===== config.mk =====
export PLATFORM = sky130hd
export DESIGN_NAME = mem_ctrl
export DESIGN_NICKNAME = d
export VERILOG_FILES = /design/src/rtl/mem_ctrl.sv
export SDC_FILE = /design/constraint.sdc
export NUM_CORES = 1
export LEC_CHECK = 0
export ABC_AREA = 1
export BUFFER_PORTS_ARGS = -buffer_cell sky130_fd_sc_hd__buf_2
export CORE_MARGIN = 3
export CORE_UTILIZATION = 55
export CTS_BUF_LIST = sky130_fd_sc_hd__clkbuf_4 sky130_fd_sc_hd__clkbuf_8
export CTS_CLUSTER_SIZE = 28
export DETAILED_ROUTE_END_ITERATION = 8
export PLACE_DENSITY = 0.91
export SYNTH_ARGS = -nofsm -noshare
export SYNTH_HDL_FRONTEND = slang
export SYNTH_SLANG_ARGS = --single-unit

===== constraint.sdc =====
create_clock -name clock -period 3.7 [get_ports clock]
set_input_delay 0.185 -clock clock [delete_from_list [all_inputs] [get_ports clock]]
set_output_delay 0.185 -clock clock [all_outputs]
set_load 0.01 [all_outputs]

===== src/rtl/mem_ctrl.sv =====
// ---------------------------------------------------------------------------
// mem_ctrl -- byte-serial memory controller arbitrating an instruction-fetch
// port and a load/store port onto a single 8-bit RAM.
//
// Ports
//   clock, reset        : system clock, synchronous active-high reset
//   if_req/if_addr      : fetch request (always a 4-byte read)
//   if_ready/if_data    : one-cycle completion pulse, fetched word (held)
//   ls_req/ls_we/ls_size/ls_addr/ls_wdata : load/store request
//   ls_ready/ls_rdata   : one-cycle completion pulse, zero-extended load data
//   ram_rw/ram_write/ram_addr : byte-RAM write enable, write data, address
//   ram_read            : byte-RAM combinational read data for ram_addr
//
// One access runs IDLE -> BUSY (one byte per cycle) -> DONE (ready pulse).
// Load/store wins over fetch when both are requested in the same IDLE cycle.
// ---------------------------------------------------------------------------
module mem_ctrl (
    input  logic        clock,
    input  logic        reset,
    input  logic        if_req,
    input  logic [31:0] if_addr,
    output logic        if_ready,
    output logic [31:0] if_data,
    input  logic        ls_req,
    input  logic        ls_we,
    input  logic [1:0]  ls_size,
    input  logic [31:0] ls_addr,
    input  logic [31:0] ls_wdata,
    output logic        ls_ready,
    output logic [31:0] ls_rdata,
    output logic        ram_rw,
    output logic [7:0]  ram_write,
    input  logic [7:0]  ram_read,
    output logic [31:0] ram_addr
);

    typedef enum logic [1:0] {IDLE, BUSY, DONE} state_t;

    // Latched access descriptor; last is the index of the final byte (n-1).
    typedef struct packed {
        logic        is_ls;
        logic        we;
        logic [1:0]  last;
        logic [31:0] base;
        logic [31:0] wdata;
    } acc_t;

    state_t      state, state_nx;
    acc_t        acc;
    logic [1:0]  cnt;
    logic [31:0] rbuf;
    logic [31:0] rd_merged;
    logic        busy;

    function automatic logic [1:0] last_idx(input logic [1:0] size);
        case (size)
            2'd0:    last_idx = 2'd0;
            2'd1:    last_idx = 2'd1;
            default: last_idx = 2'd3;
        endcase
    endfunction

    always_comb begin
        state_nx = state;
        case (state)
            IDLE:    if (ls_req || if_req) state_nx = BUSY;
            BUSY:    if (cnt == acc.last)  state_nx = DONE;
            DONE:    state_nx = IDLE;
            default: state_nx = IDLE;
        endcase
    end

    assign busy = (state == BUSY);

    // Read word with the byte arriving this cycle folded into lane cnt, so the
    // final byte lands in if_data/ls_rdata on the same edge that enters DONE.
    always_comb begin
        rd_merged = rbuf;
        rd_merged[{cnt, 3'b000} +: 8] = ram_read;
    end

    // Writes are masked during a reset cycle so an aborted store commits no
    // byte beyond those already written.
    assign ram_rw    = busy && acc.we && !reset;
    assign ram_write = ram_rw ? acc.wdata[{cnt, 3'b000} +: 8] : 8'h00;
    assign ram_addr  = busy ? acc.base + {30'b0, cnt} : 32'h0;
    assign if_ready  = (state == DONE) && !acc.is_ls;
    assign ls_ready  = (state == DONE) &&  acc.is_ls;

    always_ff @(posedge clock) begin
        if (reset) begin
            state    <= IDLE;
            acc      <= '0;
            cnt      <= 2'd0;
            rbuf     <= 32'h0;
            if_data  <= 32'h0;
            ls_rdata <= 32'h0;
        end else begin
            state <= state_nx;
            case (state)
                IDLE: begin
                    cnt  <= 2'd0;
                    rbuf <= 32'h0;  // unread upper lanes stay zero
                    if (ls_req)
                        acc <= '{is_ls: 1'b1, we: ls_we, last: last_idx(ls_size),
                                 base: ls_addr, wdata: ls_wdata};
                    else if (if_req)
                        acc <= '{is_ls: 1'b0, we: 1'b0, last: 2'd3,
                                 base: if_addr, wdata: 32'h0};
                end
                BUSY: begin
                    cnt  <= cnt + 2'd1;
                    rbuf <= rd_merged;
                    if (cnt == acc.last && !acc.we) begin
                        if (acc.is_ls) ls_rdata <= rd_merged;
                        else           if_data  <= rd_merged;
                    end
                end
                default: ;
            endcase
        end
    end

endmodule


# Word level (Yosys, flattened, before mapping)
# Cells that the tools add are included.
dict set report totals {
  regBits 168
  inputBits 111
  output_inout_bits 107
  word_cells 51
}
dict set report classes {
  n_addsub 3
  n_eq_ne 6
  shifts 3
  muxes 11
  n_bitwise 1
  n_reduce_logical 17
}
# cell count
set ops {}
lappend ops {{68-bit 2-to-1 mux} 2}
lappend ops {{32-bit one-hot mux with 2 select lines} 1}
lappend ops {{32-bit by 2-bit adder with 32-bit output} 1}
lappend ops {{32-bit bitwise mux} 1}
lappend ops {{32-bit 2-to-1 mux} 1}
lappend ops {{8-bit by 7-bit variable shift with 32-bit output (first input constant)} 1}
lappend ops {{32-bit by 6-bit indexed part select with 8-bit output} 1}
lappend ops {{8-bit by 7-bit indexed part select with 32-bit output} 1}
lappend ops {{2-bit one-hot mux with 2 select lines} 3}
lappend ops {{8-bit 2-to-1 mux} 1}
lappend ops {{5-bit negator with 7-bit output} 1}
lappend ops {{3-bit AND reduction} 2}
lappend ops {{1-bit logical AND} 5}
lappend ops {{2-bit by 1-bit equality test with 1-bit output (second input constant)} 2}
lappend ops {{2-bit logical NOT} 2}
lappend ops {{2-bit 2-to-1 mux} 2}
lappend ops {{2-bit AND reduction} 2}
lappend ops {{2-bit nonzero test} 2}
lappend ops {{1-bit logical NOT} 3}
lappend ops {{2-bit by 1-bit adder with 2-bit output (second input constant)} 1}
lappend ops {{2-bit equality test} 1}
lappend ops {{2-bit equality test (second input constant)} 1}
lappend ops {{2-bit by 1-bit inequality test with 1-bit output (second input constant)} 1}
lappend ops {{2-bit inequality test (second input constant)} 1}
lappend ops {{other kinds (2)} 2}

# Longest topological paths before layout
dict set report logic_depth {
  word_depth 4
  ltp_mapped 11
  depth_no_buf 10
}

# Worst setup path before layout
# No wires, ideal clock.
dict set report synth_path {
  kind {register to register}
  from {register cnt[0]}
  to {register rbuf[1]}
  setup_time_ns 0.087
  arrival_time_ns 2.119
  path_slack_ns 1.494
  stages_incl_launch_ff 12
  n_path_buf 4
  period_less_slack_ns 2.206
  cell_sequence {dfxtp_1 buf_4 inv_2 clkbuf_1 clkbuf_1 ha_1 buf_2 nor2_1 nand3_1 o22ai_1 nand2_1 o31ai_1}
}
dict set report synth_between {
  elab_chain_len 4
  word_cells_on_any_way 5
  cone_classes {1 x add/sub; 2 x shift; 2 x mux}
}
# element line
set synth_lines {}
lappend synth_lines {{start: declaration} 50} ;# logic [1:0] cnt;
lappend synth_lines {{start signal: assignment} 112} ;# cnt <= cnt + 2'd1;
lappend synth_lines {{5-bit negator with 7-bit output *} 79} ;# rd_merged[{cnt, 3'b000} +: 8] = ram_read;
lappend synth_lines {{8-bit by 7-bit indexed part select with 32-bit output / 8-bit by 7-bit variable shift with 32-bit output (equally long branches)} 79}
lappend synth_lines {{32-bit bitwise mux *} 79}
lappend synth_lines {{32-bit one-hot mux with 2 select lines *} 100} ;# case (state)
lappend synth_lines {{end signal: assignment} 113} ;# rbuf <= rd_merged;
lappend synth_lines {{end: declaration} 51} ;# logic [31:0] rbuf;
# Mark *: on every way between the ends. The rest lies on a longest branch, timed or not.
# A chain may end at the register's enable or synchronous reset.

# Final worst setup path
dict set report layout_path {
  from {register state[1]}
  to {output port ram_write[0]}
}
dict set report layout_between {
  elab_chain_len 4
}
# element line
set layout_lines {}
lappend layout_lines {{start: declaration} 48} ;# state_t state, state_nx;
lappend layout_lines {{start signal: assignment} 99} ;# state <= state_nx;
lappend layout_lines {{2-bit by 1-bit equality test with 1-bit output} 73} ;# assign busy = (state == BUSY);
lappend layout_lines {{1-bit logical AND (2 in series)} 84} ;# assign ram_rw = busy && acc.we && !reset;
lappend layout_lines {{8-bit 2-to-1 mux} 85} ;# assign ram_write = ram_rw ? acc.wdata[{cnt, 3'b000} +: 8] : 8'h00;
lappend layout_lines {{end: declaration} 32} ;# output logic [7:0] ram_write,
# Every way passes these cells.

==> metrics.yaml <==
yosys.area_share.simple_pct: 32.7
setup_tns_ns: 0
rrSetupSlack_ns: 1.12
cp_common_cell: "inv_2"
status: "complete, no violations"
end_kind: "output pin"
place.gp.congestion: 0.917
synthesis.nets: 1442
wl_met3_mm: 2.10
dr.max_layer_used: "met4"
worst_hold_path_type: "in2reg"
syn_avg_cell_area_um2: 6.35
cp.required_ns: 3.51
htree_levels: 4
synth_xor_area_share_pct: 1.04
die_h_um: 130
fin_cells: 1726
critPathArrivalTime_ns: 2.77
synth_top_cell_area_share_pct: 40.0
clkPwrFrac_pct: 27.7
drt-initial-drc-count: 805
total_power_uw: 4940
synth_top_family_by_area: "simple AND/OR/NAND/NOR gates"
cts_tree: "yes"
crit_family: "simple AND/OR/NAND/NOR gates"
synth-adder-area-share_pct: 1.28
layout-drive-gt1-share_pct: 17.9
sequentialPowerShare_pct: 44.4
worst-path-buf-inv: 5
cts_setup_buffers: 0
synth_compound_area_share_pct: 14.5
synth_cells: 1323
clk_latency_ns: 0.46
ir_worst_vdd_v: 0.000415
setup_viol: 0
p_switching_uw: 1770
antenna_found_initial: 0
nets: 1648
worstMarginPinSlew_ns: 0.874
synth_edf_count: 0
cts_hold_buf: 33
routed_via_density: 5.27
path_cells: "buf_4, inv_2, nand2_4, nor2_4, inv_2, nor2_1, inv_2, a21oi_1, buf_2"
grt_pass1_vias: 8113
grt_usage_pct: 27.9
wl_per_cell_um: 13.9
drc: 0
dieWidth_um: 130
p_comb_share_pct: 27.9
fillers: 1221
ys_top_cells_by_area: "dfxtp_1 40%, nand2_1 14%, nor2_1 13%, a21oi_1 6.8%, inv_1 6.4%"
yosysUniqueCellTypes: 32
slowest_stage: "nor2_4"
p_sw_share_pct: 35.8
total_leakage_power_uw: 0.00505
clock_path_buffers: 2
report.final.slew_viol_count: 0
rows: 44
drt-pass1-iter-count: 5
ios: 218
n_antenna_cell: 0
area_growth_pct: 21.8
finalInstanceArea_mm2: 0.0102
synth_warnings: 0
crit_fanout: 27
maxCapViolCount: 0
dp_hpwl_mm: 16.3
yosys_register_bits: 168
skew_ns: 0.0113
fin_crit_ns: 2.96
startpoint_type: "register"
grt_pass1_wl_mm: 38.1
ctsResizeCount: 0
overflow: 0
cts_buffers: 17
yosysTopAreaCell: "dfxtp_1"
async_flop_share_pct: 0
placedCellCount: 1659
ys.flop_type: "dfxtp_1"
p_per_area_mw_per_mm2: 483
slowest_delay_ns: 0.42
die_area_mm2: 0.0168
cts.clk_slew.worst_paths_ns: 0.08
initial_utilization_pct: 57.0
vias: 9093
path_class: "reg2out"
synth_area_mm2: 0.00841
met2_length_mm: 11.1
hold_violations: 0
clock-sinks: 168
grt_max_degree: 99
intPower_uw: 3170
layout_worst_path_cycle_share_pct: 80.0
wl_met1_mm: 10.3
coreArea_mm2: 0.0148
synth_seq_area_share_pct: 40.0
rsz0062_at_grt: "false"
ant_nets: 0
root_buffer: "clkbuf_8"
dpl-instance-area_mm2: 0.00947
io_buffers: 217
finalWirelength_mm: 24.0
slew_headroom_pct: 41.7
clock.fmax_mhz: 338
synth.mux.area_fraction_pct: 0
## through the flow
step / utilization, % / hold WS, ns / worst slack [ns]
CTS: 69.3 / 0.0000802 / 0.770
global placement: 64.2 / 0.445 / 1.24
detailed placement: 64.2 / 0.450 / 1.23
global route: 69.4 / 0.00422 / 0.544
floorplan: - / 0.350 / 1.49
finish: 69.4 / 0.0108 / 0.741
## routing by layer
metal	vias to the layer above	GRT usage, %
met4	0	7.58
met3	41	6.39
li1	4559	-
met1	4076	37.6
met5	-	0
met2	417	45.4
## path summary, 6_finish.rpt
check / from / end / cells after the start
hold reg to reg: acc[25] / acc[25] / 2
hold / removal: ls_addr[12] / acc[44] / 3
setup reg to reg: cnt[1] / rbuf[30] / 7
setup / recovery: state[1] / ram_write[0] / 9
## cell usage in the layout (no fill, tap or decap), drive strengths merged, types with 15 or more instances in the layout
master       instances
dlygate4sd3         35
nand2              316
clkbuf              18
o21ai               78
a22oi               15
dfxtp              168
nand3               71
buf                225
inv                153
a21oi              114
nor2               290
## cell usage after synthesis, types with 2 or more instances
cell	number
o21ai_0	67
nand3_4	2
a22oi_1	15
nand3_1	69
ha_1	7
inv_2	7
o21ai_1	11
nor3_1	5
o22ai_1	9
o31ai_1	9
xnor2_1	4
xor2_1	6
a21oi_1	114
nor2_1	283
dfxtp_1	168
nor2_2	3
nand2_1	315
nor2_4	4
inv_1	143
clkbuf_1	40
buf_1	4
buf_2	28
## layout make-up
class	instances	area (um2)	share of cell area, %
multi-input combinational	931	4170	40.7
sequential	168	3360	32.8
timing repair buffer	260	1500	14.6
inverter	151	567	5.54
clock buffer	18	241	2.36
tap	184	230	2.25
clock inverter	14	174	1.70
## worst min-delay path, stage by stage
cell and delay (ns):
buf_2 0.08, a21oi_1 0.05, a21oi_1 0.12
## flip-flops by register name (all words and copies together), names as in the netlist
| name | count |
|---|---|
| acc | 68 |
| if_data | 32 |
| ls_rdata | 32 |
| rbuf | 32 |
| cnt | 2 |
| state | 2 |
## kinds of logic (layout without fill, tap and decap cells)
| group | Yosys count | after routing |
|---|---|---|
| buffers and inverters | 224 | 443 |
| adders and majority gates | 8 | 8 |
| xor gates and xnor gates | 10 | 10 |
| AOI/OAI and AO/OA | 228 | 228 |
| and+or+nand+nor | 685 | 685 |
| DFF | 168 | 168 |
## power by group through the flow
stage / registers, uW / logic, uW / clock network (uW)
5_1_grt: 2220 / 1550 / 1450
6_report: 2190 / 1380 / 1370
3_3_place_gp: 2230 / 1290 / 0
2_1_floorplan: 2230 / 912 / 0
4_1_cts: 2190 / 1360 / 1390
3_5_place_dp: 2230 / 1320 / 0
No activity file was read; power rests on OpenSTA's default activity.
